===== src/rtl/axi_pkg.sv =====
// Shared AXI definitions: response codes, default widths, receiver state encoding
// and the bit positions of the per-burst error flags.
package axi_pkg;

  localparam logic [1:0] RESP_OKAY   = 2'b00;
  localparam logic [1:0] RESP_EXOKAY = 2'b01;
  localparam logic [1:0] RESP_SLVERR = 2'b10;
  localparam logic [1:0] RESP_DECERR = 2'b11;

  localparam int AXI_ID_W   = 4;
  localparam int AXI_DATA_W = 64;
  localparam int AXI_LEN_W  = 8;

  typedef enum logic [1:0] {
    IDLE  = 2'd0,
    BURST = 2'd1,
    DONE  = 2'd2
  } rx_state_e;

  localparam int ERR_RESP_BIT = 0;
  localparam int ERR_ID_BIT   = 1;
  localparam int ERR_LAST_BIT = 2;

  // SLVERR and DECERR both carry RRESP[1]; OKAY and EXOKAY are clean.
  function automatic logic resp_is_err(input logic [1:0] resp);
    return resp[1];
  endfunction

endpackage


===== src/rtl/sync_fifo.sv =====
// Show-ahead synchronous FIFO; pointers carry one extra wrap bit so full/empty
// fall out of an MSB compare. Head data reads as zero while empty.
module sync_fifo #(
  parameter int WIDTH = 8,
  parameter int DEPTH = 8
) (
  input  logic             clk,
  input  logic             rst_n,
  input  logic             push,
  input  logic [WIDTH-1:0] din,
  input  logic             pop,
  output logic [WIDTH-1:0] dout,
  output logic             full,
  output logic             empty
);

  localparam int AW = $clog2(DEPTH);
  localparam logic [AW:0] PTR_ONE = {{AW{1'b0}}, 1'b1};

  logic [WIDTH-1:0] mem_r [DEPTH];
  logic [AW:0]      wr_ptr_r;
  logic [AW:0]      rd_ptr_r;
  logic             push_s;
  logic             pop_s;

  assign full   = (wr_ptr_r[AW] != rd_ptr_r[AW]) && (wr_ptr_r[AW-1:0] == rd_ptr_r[AW-1:0]);
  assign empty  = (wr_ptr_r == rd_ptr_r);
  assign push_s = push && !full;
  assign pop_s  = pop && !empty;
  assign dout   = empty ? {WIDTH{1'b0}} : mem_r[rd_ptr_r[AW-1:0]];

  // Pointer update with synchronous reset.
  always_ff @(posedge clk) begin
    if (!rst_n) begin
      wr_ptr_r <= {(AW+1){1'b0}};
      rd_ptr_r <= {(AW+1){1'b0}};
    end else begin
      if (push_s) wr_ptr_r <= wr_ptr_r + PTR_ONE;
      if (pop_s)  rd_ptr_r <= rd_ptr_r + PTR_ONE;
    end
  end

  // Storage write; contents are meaningless until covered by the pointers.
  always_ff @(posedge clk) begin
    if (push_s) mem_r[wr_ptr_r[AW-1:0]] <= din;
  end

endmodule


===== src/rtl/axi_r_receiver.sv =====
// AXI R-channel receiver: one burst at a time, checks ID/RESP/LAST per beat and
// buffers beats for the compressor. Optional counters under AXI_R_RECEIVER_PERF_EN.
module axi_r_receiver
  import axi_pkg::*;
#(
  parameter int DATA_W = AXI_DATA_W,
  parameter int ID_W   = AXI_ID_W,
  parameter int LEN_W  = AXI_LEN_W,
  parameter int DEPTH  = 8
) (
  input  logic              clk,
  input  logic              rst_n,
  input  logic              cmd_valid,
  output logic              cmd_ready,
  input  logic [ID_W-1:0]   cmd_id,
  input  logic [LEN_W-1:0]  cmd_len,
  input  logic [ID_W-1:0]   r_id,
  input  logic [DATA_W-1:0] r_data,
  input  logic [1:0]        r_resp,
  input  logic              r_last,
  input  logic              r_valid,
  output logic              r_ready,
  output logic              out_valid,
  input  logic              out_ready,
  output logic [DATA_W-1:0] out_data,
  output logic              out_last,
  output logic              done_valid,
  output logic [2:0]        done_err
`ifdef AXI_R_RECEIVER_PERF_EN
  ,
  output logic [31:0]       beat_count,
  output logic [15:0]       err_burst_count
`endif
);

  localparam logic [LEN_W-1:0] LEN_ONE = {{(LEN_W-1){1'b0}}, 1'b1};

  rx_state_e         state_r;
  rx_state_e         state_s;
  logic [ID_W-1:0]   id_r;
  logic [LEN_W-1:0]  len_r;
  logic [LEN_W-1:0]  beat_cnt_r;
  logic [2:0]        err_r;
  logic [2:0]        err_s;
  logic              cmd_acc_s;
  logic              beat_acc_s;
  logic              last_beat_s;
  logic              fifo_full_s;
  logic              fifo_empty_s;
  logic [DATA_W:0]   fifo_dout_s;

  assign cmd_ready   = (state_r == IDLE);
  assign r_ready     = (state_r == BURST) && !fifo_full_s;
  assign cmd_acc_s   = cmd_valid && cmd_ready;
  assign beat_acc_s  = r_valid && r_ready;
  assign last_beat_s = (beat_cnt_r == len_r);
  assign done_valid  = (state_r == DONE);
  assign done_err    = done_valid ? err_r : 3'b000;

  // Next-state decode; the burst ends on beat count alone, never on r_last.
  always_comb begin
    state_s = state_r;
    case (state_r)
      IDLE: begin
        if (cmd_valid) state_s = BURST;
        else           state_s = IDLE;
      end
      BURST: begin
        if (beat_acc_s && last_beat_s) state_s = DONE;
        else                           state_s = BURST;
      end
      DONE:    state_s = IDLE;
      default: state_s = IDLE;
    endcase
  end

  // Sticky error accumulation for the beat being accepted this cycle.
  always_comb begin
    err_s = err_r;
    if (beat_acc_s) begin
      err_s[ERR_RESP_BIT] = err_r[ERR_RESP_BIT] | resp_is_err(r_resp);
      err_s[ERR_ID_BIT]   = err_r[ERR_ID_BIT]   | (r_id != id_r);
      err_s[ERR_LAST_BIT] = err_r[ERR_LAST_BIT] | (r_last != last_beat_s);
    end else begin
      err_s = err_r;
    end
  end

  // Burst context: state, latched command, beat counter and error flags.
  always_ff @(posedge clk) begin
    if (!rst_n) begin
      state_r    <= IDLE;
      id_r       <= {ID_W{1'b0}};
      len_r      <= {LEN_W{1'b0}};
      beat_cnt_r <= {LEN_W{1'b0}};
      err_r      <= 3'b000;
    end else begin
      state_r <= state_s;
      if (cmd_acc_s) begin
        id_r       <= cmd_id;
        len_r      <= cmd_len;
        beat_cnt_r <= {LEN_W{1'b0}};
        err_r      <= 3'b000;
      end else if (beat_acc_s) begin
        err_r <= err_s;
        if (!last_beat_s) beat_cnt_r <= beat_cnt_r + LEN_ONE;
      end
    end
  end

  sync_fifo #(
    .WIDTH(DATA_W + 1),
    .DEPTH(DEPTH)
  ) u_fifo (
    .clk  (clk),
    .rst_n(rst_n),
    .push (beat_acc_s),
    .din  ({r_data, last_beat_s}),
    .pop  (out_valid && out_ready),
    .dout (fifo_dout_s),
    .full (fifo_full_s),
    .empty(fifo_empty_s)
  );

  assign out_valid = !fifo_empty_s;
  assign out_data  = fifo_dout_s[DATA_W:1];
  assign out_last  = fifo_dout_s[0];

`ifdef AXI_R_RECEIVER_PERF_EN
  logic [31:0] beat_count_r;
  logic [15:0] err_burst_count_r;

  // Saturating performance counters.
  always_ff @(posedge clk) begin
    if (!rst_n) begin
      beat_count_r      <= 32'd0;
      err_burst_count_r <= 16'd0;
    end else begin
      if (beat_acc_s && (beat_count_r != 32'hFFFF_FFFF))
        beat_count_r <= beat_count_r + 32'd1;
      if (done_valid && (err_r != 3'b000) && (err_burst_count_r != 16'hFFFF))
        err_burst_count_r <= err_burst_count_r + 16'd1;
    end
  end

  assign beat_count      = beat_count_r;
  assign err_burst_count = err_burst_count_r;
`endif

endmodule


===== config.mk =====
export PLATFORM = sky130hd
export DESIGN_NAME = axi_r_receiver
export DESIGN_NICKNAME = d
export VERILOG_FILES = /design/src/rtl/axi_pkg.sv /design/src/rtl/sync_fifo.sv /design/src/rtl/axi_r_receiver.sv
export SDC_FILE = /design/constraint.sdc
export NUM_CORES = 1
export LEC_CHECK = 0
export CAP_MARGIN = 25
export CORE_ASPECT_RATIO = 0.5
export CORE_MARGIN = 1
export CORE_UTILIZATION = 60
export CTS_BUF_LIST = sky130_fd_sc_hd__clkbuf_16
export CTS_CLUSTER_DIAMETER = 60
export CTS_CLUSTER_SIZE = 16
export DETAILED_ROUTE_END_ITERATION = 6
export GPL_TIMING_DRIVEN = 0
export PLACE_DENSITY_LB_ADDON = 0.1
export SYNTH_ARGS = -nofsm -noshare
export SYNTH_HDL_FRONTEND = slang
export SYNTH_SLANG_ARGS = --single-unit

===== constraint.sdc =====
create_clock -name clk -period 20.2 [get_ports clk]
set_input_delay 3.03 -clock clk [delete_from_list [all_inputs] [get_ports clk]]
set_output_delay 3.03 -clock clk [all_outputs]
set_load 0.03 [all_outputs]

Yosys cells after proc, flatten, opt, wreduce, memory -nomap -nowiden
Memory sizes are Yosys's and may differ from the RTL's. A register that Yosys moved wholly into a read port is not among the register bits.
Cells that the tools add are included.
Word-level totals
  output and inout port bits: 72
  memory bits (writable): 520
  memories kept: 1
  bits of input ports: 88
  flip-flop bits (word level): 33
Memories
  u_fifo.mem_r: depth 8, bits a word 65, rd ports 1, clocked after Yosys merged registers in 1, wr ports 1, line sync_fifo.sv:20  | logic [WIDTH-1:0] mem_r [DEPTH];
Cells by class
  bitwise operators: 5
  eq/ne operators: 8
  reduce and logical (&&, ||, !) cells: 13
  multiplexer cells: 9
  add/subtract/negate cells: 3
Operators by type and width (count)
  $mux W65: 1
  $mux W3: 3
  $add A4 B1 Y4 const B: 2
  $add A8 B1 Y8 const B: 1
  $eq A8 B8 Y1: 1
  $logic_and A1 B1 Y1: 8
  $eq A4 B4 Y1: 1
  $ne A4 B4 Y1: 1
  $pmux W2 S2: 1
  $eq A3 B3 Y1: 1
  $mux W1: 3
  $or A1 B1 Y1: 3
  $eq A2 B1 Y1 const B: 1
  $eq A2 B2 Y1 const B: 1
  $logic_not A1 Y1: 2
  $logic_not A2 Y1: 1
  $mux W2: 1
  $ne A1 B1 Y1: 2
  $not A1 Y1: 2
  $reduce_and A2 Y1: 1
  $reduce_or A2 Y1: 1

Logic depth before layout (Yosys ltp)
Gate-level depths: netlist of run 1.
  depth after elaboration: 8
  mapped depth: 7
  depth with buffers taken out: 6

Cells and area by module
From an unflattened synthesis of run 1, not the netlist that was laid out.
Unflattened totals
  cells, all modules: 1053
  area, all modules: 21733.3 um2
Modules (own cells, without submodules)
  sync_fifo: area each 20493.4 um2, instances 1, cells each 908
  axi_r_receiver: area each 1239.9 um2, instances 1, cells each 145

Worst setup path after synthesis of run 1
OpenSTA, ideal clock, no wires.
  path kind: input to register
  from: input r_valid
  to: memory u_fifo.mem_r[4][0] (netlist name), enable pin
  setup time: 0.568 ns
  data required time: 19.632 ns
  setup slack: 11.623 ns
  buffers on the path: 0
  data arrival time: 8.009 ns
  stages on the path: 4
  path through: and3b_1 o41a_2 nand2_1 nor3_1
Between the ends
  longest elaborated chain between the ends: 4
RTL lines
  start, declared: line axi_r_receiver.sv:21  | input logic r_valid,
  $logic_and A1 B1 Y1: line axi_r_receiver.sv:55  | assign beat_acc_s = r_valid && r_ready;
  $logic_and A1 B1 Y1: line sync_fifo.sv:28  | assign push_s = push && !full;
  $mux W1: line sync_fifo.sv:45  | if (push_s) mem_r[wr_ptr_r[AW-1:0]] <= din;
  $mux W1 (not written as such): line sync_fifo.sv:45
  end, declared: line sync_fifo.sv:20
Every way passes these cells.

==> results_dict.tcl, run 1 <==
set metrics [dict create \
    wl_met3_mm 2.48 \
    seqPwrFrac_pct 55.2 \
    cp-endpoint "out_data[5]" \
    grt_pass1_wl_mm 64.5 \
    synth-async-reset-ratio_pct 0 \
    final-setup-viol-count 0 \
    dieArea_sq_um 36600 \
    place_ws_ns 14.14 \
    fp.dieW_um 269 \
    portBuffers 158 \
    worst_pin_slew_ns 1.02 \
    ir_drop_uv 63.3 \
    yosys-top-cells-area "edfxtp_1 (73%), mux4_2 (14%), dfxtp_1 (3.4%)" \
    p_switching_mw 0.529 \
    syn_nets 1116 \
    p_leak_nw 7.84 \
    cts_buffers 40 \
    drv_cap 0 \
    hold_class "flip-flop to flip-flop" \
    drive_above_1_share_pct 19.4 \
    synthMuxAreaShare_pct 16.8 \
    grt_pass1_vias 10800 \
    fin_worst_skew_ns 0.0207 \
    synth_area_sq_um 21500 \
    internal_power_mw 1.78 \
    synthSimpleGateAreaFrac_pct 3.32 \
    antenna_left 0 \
    yosysSeqAreaShare_pct 76.1 \
    clkPwrFrac_pct 32.2 \
    wl_mm 42.7 \
    first_iter_violations 986 \
    nFillCells 2071 \
    tns_ns 0 \
    nNetsFinal 1346 \
    powerDensity_nw_per_um2 91.2 \
    synth_compound_area_share_pct 1.25 \
    final_cell_mix "edfxtp_1 (520), clkdlybuf4s50_1 (158), mux4_2 (130)" \
    cts_setup_buffers 0 \
    synth_top_cell_area_share_pct 72.8 \
    rsz0062_at_grt "false" \
    cts.sinks 556 \
    die_height_um 136 \
    postSynthAreaPerCell_sq_um 20.9 \
    num_io_pins 160 \
    path_clk_slew_ns 0.07 \
    cts_resized 0 \
    htreeDepth 2 \
    start_util_pct 61.6 \
    drcViolationCount 0 \
    synth_edf_count 520 \
    synth-xor-area-share_pct 1.29 \
    final_common_cell "edfxtp_1" \
    combinationalPowerShare_pct 12.6 \
    crit_type "flip-flop to output pin" \
    required_ns 17.17 \
    hold_buffers 0 \
    top_layer "met4" \
    synth_cell_type_count 43 \
    swShare_pct 22.9 \
    finalHoldViolCount 0 \
    status "finished, final reports clean" \
    timing.final.crit_share_pct 32.8 \
    yosysWarnings 0 \
    overflow 0 \
    slew_violations 0 \
    core_sq_um 34800 \
    post_drt_via_cell_ratio 5.99 \
    dp_hpwl_mm 27.1 \
    reg2reg_depth 8 \
    vias 10500 \
    arrival_ns 3.59 \
    yosysTopAreaCell "edfxtp_1" \
    syn2layout_area_growth_pct 18.1 \
    antenna_found_initial 1 \
    period_needed_ns 6.62 \
    ys_ff_latch 556 \
    critPathLaunchType "flip-flop" \
    first_pass_iters 5 \
    setup_slack_ns 13.58 \
    synthAdderAreaFrac_pct 0.175 \
    grt_max_degree 27 \
    slew_headroom_pct 31.7 \
    regToRegEndpoint "u_fifo.mem_r[4][44]" \
    clk_latency_ns 0.55 \
    antenna_cells 0 \
    routedWlPerCell_um 24.4 \
    synth_flop_cell "edfxtp_1" \
    rrSetupSlack_ns 16.91 \
    gp_congestion 0.776 \
    hold_depth 2 \
    rows 48 \
    syn_inst 1025 \
    synth_top_family_by_area "multiplexers" \
    track_usage_pct 24.0 \
    max_freq_ghz 0.151 \
    critPathCaptureType "output pin" \
    cts_tree "built" \
    wl_met2_mm 21.0 \
    cts_buffer_depth 3 \
    crit_path_max_fanout 10 \
    clock-root-buffer "clkbuf_16" \
    wl_met1_mm 18.7 \
    r2r_start "u_fifo.wr_ptr_r[1]" \
]
-- metrics by stage --
step	hold WS [ns]	std cells	cell area [sq um]	power (mW)	util, %
after global routing	0.491	1746	25300	2.38	72.7
final	0.469	1746	25300	2.31	72.7
after floorplan	0.417	1025	21500	1.48	-
after detailed placement	0.449	1688	24200	1.59	69.4
after global placement	0.451	1658	23600	1.59	67.9
after CTS	0.462	1746	25300	2.33	72.7
-- cells by family after synthesis --
group / count (synthesis)
flip-flops: 556
multiplexers: 197
AND/OR/NAND/NOR: 155
buffers and inverters: 52
AO/OA/AOI/OAI: 33
XOR/XNOR: 29
adder cells (fa/ha/maj): 3
-- worst min-delay path by stage --
stage / from / end / slack [ns]
after CTS: err_r[2] / err_r[2] / 0.46
after global placement: err_r[0] / err_r[0] / 0.45
after floorplan: err_r[2] / err_r[2] / 0.42
after detailed placement: err_r[2] / err_r[2] / 0.45
final: err_r[2] / err_r[2] / 0.47
after global routing: err_r[2] / err_r[2] / 0.49
-- cell usage after synthesis, types with 3 or more instances --
library cell,count
nand2_1,36
mux4_2,130
clkbuf_1,21
nand2b_1,7
buf_2,22
nor2_1,79
xor2_2,3
ha_1,3
a21boi_0,14
mux2i_1,67
xor2_1,11
xnor2_1,15
edfxtp_1,520
a21oi_1,4
dfxtp_1,36
o31ai_1,4
nand4_1,4
buf_1,6
and2_1,10
nand3_1,3
-- power by group through the flow --
stage,clock [mW],sequential (mW),combinational [mW]
4_1_cts,0.756,1.27,0.296
5_1_grt,0.794,1.28,0.311
2_1_floorplan,0,1.30,0.179
3_5_place_dp,0,1.30,0.294
3_3_place_gp,0,1.30,0.287
6_report,0.744,1.27,0.291
-- flip-flops by register name, indices dropped and copies added, names as in the netlist, named ones only --
name and flops:
u_fifo.mem_r 520, err_r 3, state_r 2, u_fifo.rd_ptr_r 4
id_r 4, len_r 8, u_fifo.wr_ptr_r 4, beat_cnt_r 8
-- layer usage --
layer	vias to the layer above	GRT usage, %
met5	-	0
met4	0	4.01
met3	50	3.97
met2	314	39.6
met1	5493	34.8
li1	4599	-
-- cell type report --
cell class / instances / area, sq um / share of cell area (%)
sequential: 556 / 16300 / 64.5
multi-input combinational: 417 / 4950 / 19.5
timing repair buffer: 188 / 2080 / 8.21
clock buffer: 43 / 1080 / 4.25
tap: 475 / 594 / 2.35
buffer: 50 / 223 / 0.879
clock inverter: 15 / 68.8 / 0.272
inverter: 2 / 7.51 / 0.0296
-- critical path: stages, from the launching register on --
cell and delay [ns]:
dfxtp_1 0.43, clkbuf_1 0.58, buf_1 0.66, mux4_2 0.35, mux2i_1 0.08, nor2_1 0.22
clkdlybuf4s50_1 0.71
(Power assumes the default switching activity.)
==> run 2, diff against run 1 <==
--- a/config.mk
+++ b/config.mk
@@ -8,7 +8,7 @@
 export CAP_MARGIN = 25
 export CORE_ASPECT_RATIO = 0.5
 export CORE_MARGIN = 1
-export CORE_UTILIZATION = 60
+export CORE_UTILIZATION = 58
 export CTS_BUF_LIST = sky130_fd_sc_hd__clkbuf_16
 export CTS_CLUSTER_DIAMETER = 60
 export CTS_CLUSTER_SIZE = 16
==> constraint.sdc (replaced) <==
create_clock -name clk -period 6.2 [get_ports clk]
set_input_delay 0.93 -clock clk [delete_from_list [all_inputs] [get_ports clk]]
set_output_delay 0.93 -clock clk [all_outputs]
set_load 0.03 [all_outputs]
==> results_dict.tcl, run 2 (synthesis gave the netlist of run 1 again) <==
set metrics [dict create \
    status "finished with violations" \
    violations "design-rule violations" \
    wl_mm 42.9 \
    portBuffers 158 \
    routedWlPerCell_um 24.6 \
    path_clk_slew_ns 0.08 \
    vias 10400 \
    final_common_cell "edfxtp_1" \
    worst_pin_slew_ns 0.988 \
    antenna_found_initial 0 \
    slew_violations 0 \
    critPathCaptureType "output pin" \
    overflow 0 \
    slew_headroom_pct 34.2 \
    multi_input_area_sq_um 4960 \
    cp_top_family "buffers and inverters" \
    path_buf_inv 3 \
    first_iter_violations 886 \
    largest_reg_flops 520 \
    fp.dieW_um 274 \
    regToRegEndpoint "u_fifo.mem_r[6][46]" \
    timing.final.crit_share_pct 71.7 \
    place_ws_ns 2.32 \
    antenna_cells 0 \
    finalHoldViolCount 0 \
    crit_type "flip-flop to output pin" \
    slowest_stage "clkdlybuf4s50_1" \
    rows 49 \
    crit_path_max_fanout 10 \
    first_pass_iters 7 \
    num_io_pins 160 \
    tns_ns 0 \
    cts_tree "built" \
    critPathLaunchType "flip-flop" \
    htreeDepth 2 \
    nFillCells 2192 \
    syn2layout_area_growth_pct 18.5 \
    required_ns 5.27 \
    crit_chain "clkbuf_1 -> buf_1 -> mux4_2 -> mux2i_1 -> nor2_1 -> clkdlybuf4s50_1" \
    power_mw 7.51 \
    hold_buffers 0 \
    core_sq_um 36200 \
    met1_usage_pct 33.4 \
    start_util_pct 59.3 \
    p_leak_nw 7.84 \
    period_needed_ns 4.44 \
    ir_drop_uv 176 \
    die_height_um 138 \
    rsz0062_at_grt "false" \
    dp_hpwl_mm 27.3 \
    dieArea_sq_um 37800 \
    final_cell_mix "edfxtp_1 (520), clkdlybuf4s50_1 (158), mux4_2 (130)" \
    antenna_left 0 \
    cpPeakStageDelay_ns 0.70 \
    cp_num_cells 6 \
    fin_worst_skew_ns 0.0165 \
    globalRoute.busiestLayer "met2" \
    grt_pass1_vias 11000 \
    gp_congestion 0.784 \
    clock-root-buffer "clkbuf_16" \
    setup_slack_ns 1.76 \
    cp-endpoint "out_last" \
    final-setup-viol-count 0 \
    cts_resized 0 \
    drv_cap 0 \
    rrSetupSlack_ns 3.20 \
    hold_class "flip-flop to flip-flop" \
    grt_pass1_wl_mm 65.3 \
    grt_max_degree 26 \
    track_usage_pct 23.4 \
    seqCellArea_sq_um 16300 \
    arrival_ns 3.51 \
    cts.sinks 556 \
    use_met2_pct 39.0 \
    powerDensity_nw_per_um2 295 \
    clk_latency_ns 0.55 \
    cts_setup_buffers 0 \
    drive_above_1_share_pct 19.0 \
    drcViolationCount 2 \
    cts_buffers 40 \
    hold_depth 2 \
    post_drt_via_cell_ratio 5.98 \
    r2r_start "u_fifo.wr_ptr_r[0]" \
    nNetsFinal 1341 \
    max_freq_ghz 0.225 \
    hp-start "err_r[2]" \
    reg2reg_depth 7 \
    gr-usage-met3_pct 3.79 \
    cts_buffer_depth 3 \
]
## run 2: cell type report
| cell class | count | share of cell area [%] |
|---|---|---|
| plain buffers | 50 | 0.876 |
| clock buffers | 41 | 4.03 |
| clock inverters | 15 | 0.325 |
| inverters | 2 | 0.0295 |
| multi-input cells | 417 | 19.5 |
| flip-flops and latches | 556 | 64.2 |
| well taps | 484 | 2.38 |
| repair buffers | 183 | 8.60 |
## run 2: per-stage QoR
step	cell area (sq um)	instances	utilization (%)	hold slack [ns]
final	25400	1748	70.3	0.458
after detailed placement	24300	1692	67.2	0.443
after global placement	23700	1667	65.4	0.433
after CTS	25400	1748	70.3	0.459
after global routing	25400	1748	70.3	0.471
after floorplan	21500	1025	-	0.417
## run 2: worst reg2reg max path: stages (launching register included)
cell     delay (ns)
dfxtp_1        0.34
buf_2          0.27
xor2_2         0.31
o41a_2         0.32
nand2_1        0.27
nor2_4         0.73
buf_12         0.27
buf_16         0.19
## run 2: power breakdown
part / internal, mW / switching [mW] / leakage [nW]
combinational: 0.433 / 0.526 / 2.26
clock: 1.22 / 1.18 / 0.594
sequential: 4.14 / 0.0153 / 4.98
## run 2: worst min path at each step
stage / end / slack, ns
after floorplan: err_r[2] / 0.42
after global placement: err_r[2] / 0.43
after detailed placement: err_r[2] / 0.44
after CTS: err_r[2] / 0.46
after global routing: err_r[2] / 0.47
final: err_r[2] / 0.46
## run 2: routing by layer
| metal | wire length [um] | part of all wire, % | up-vias |
|---|---|---|---|
| met3 | 2290 | 5.3 | 55 |
| met1 | 18500 | 43 | 5495 |
| met4 | 627 | 1.5 | 0 |
| met2 | 21600 | 50 | 297 |
| li1 | - | - | 4602 |
| met5 | 0 | 0 | - |
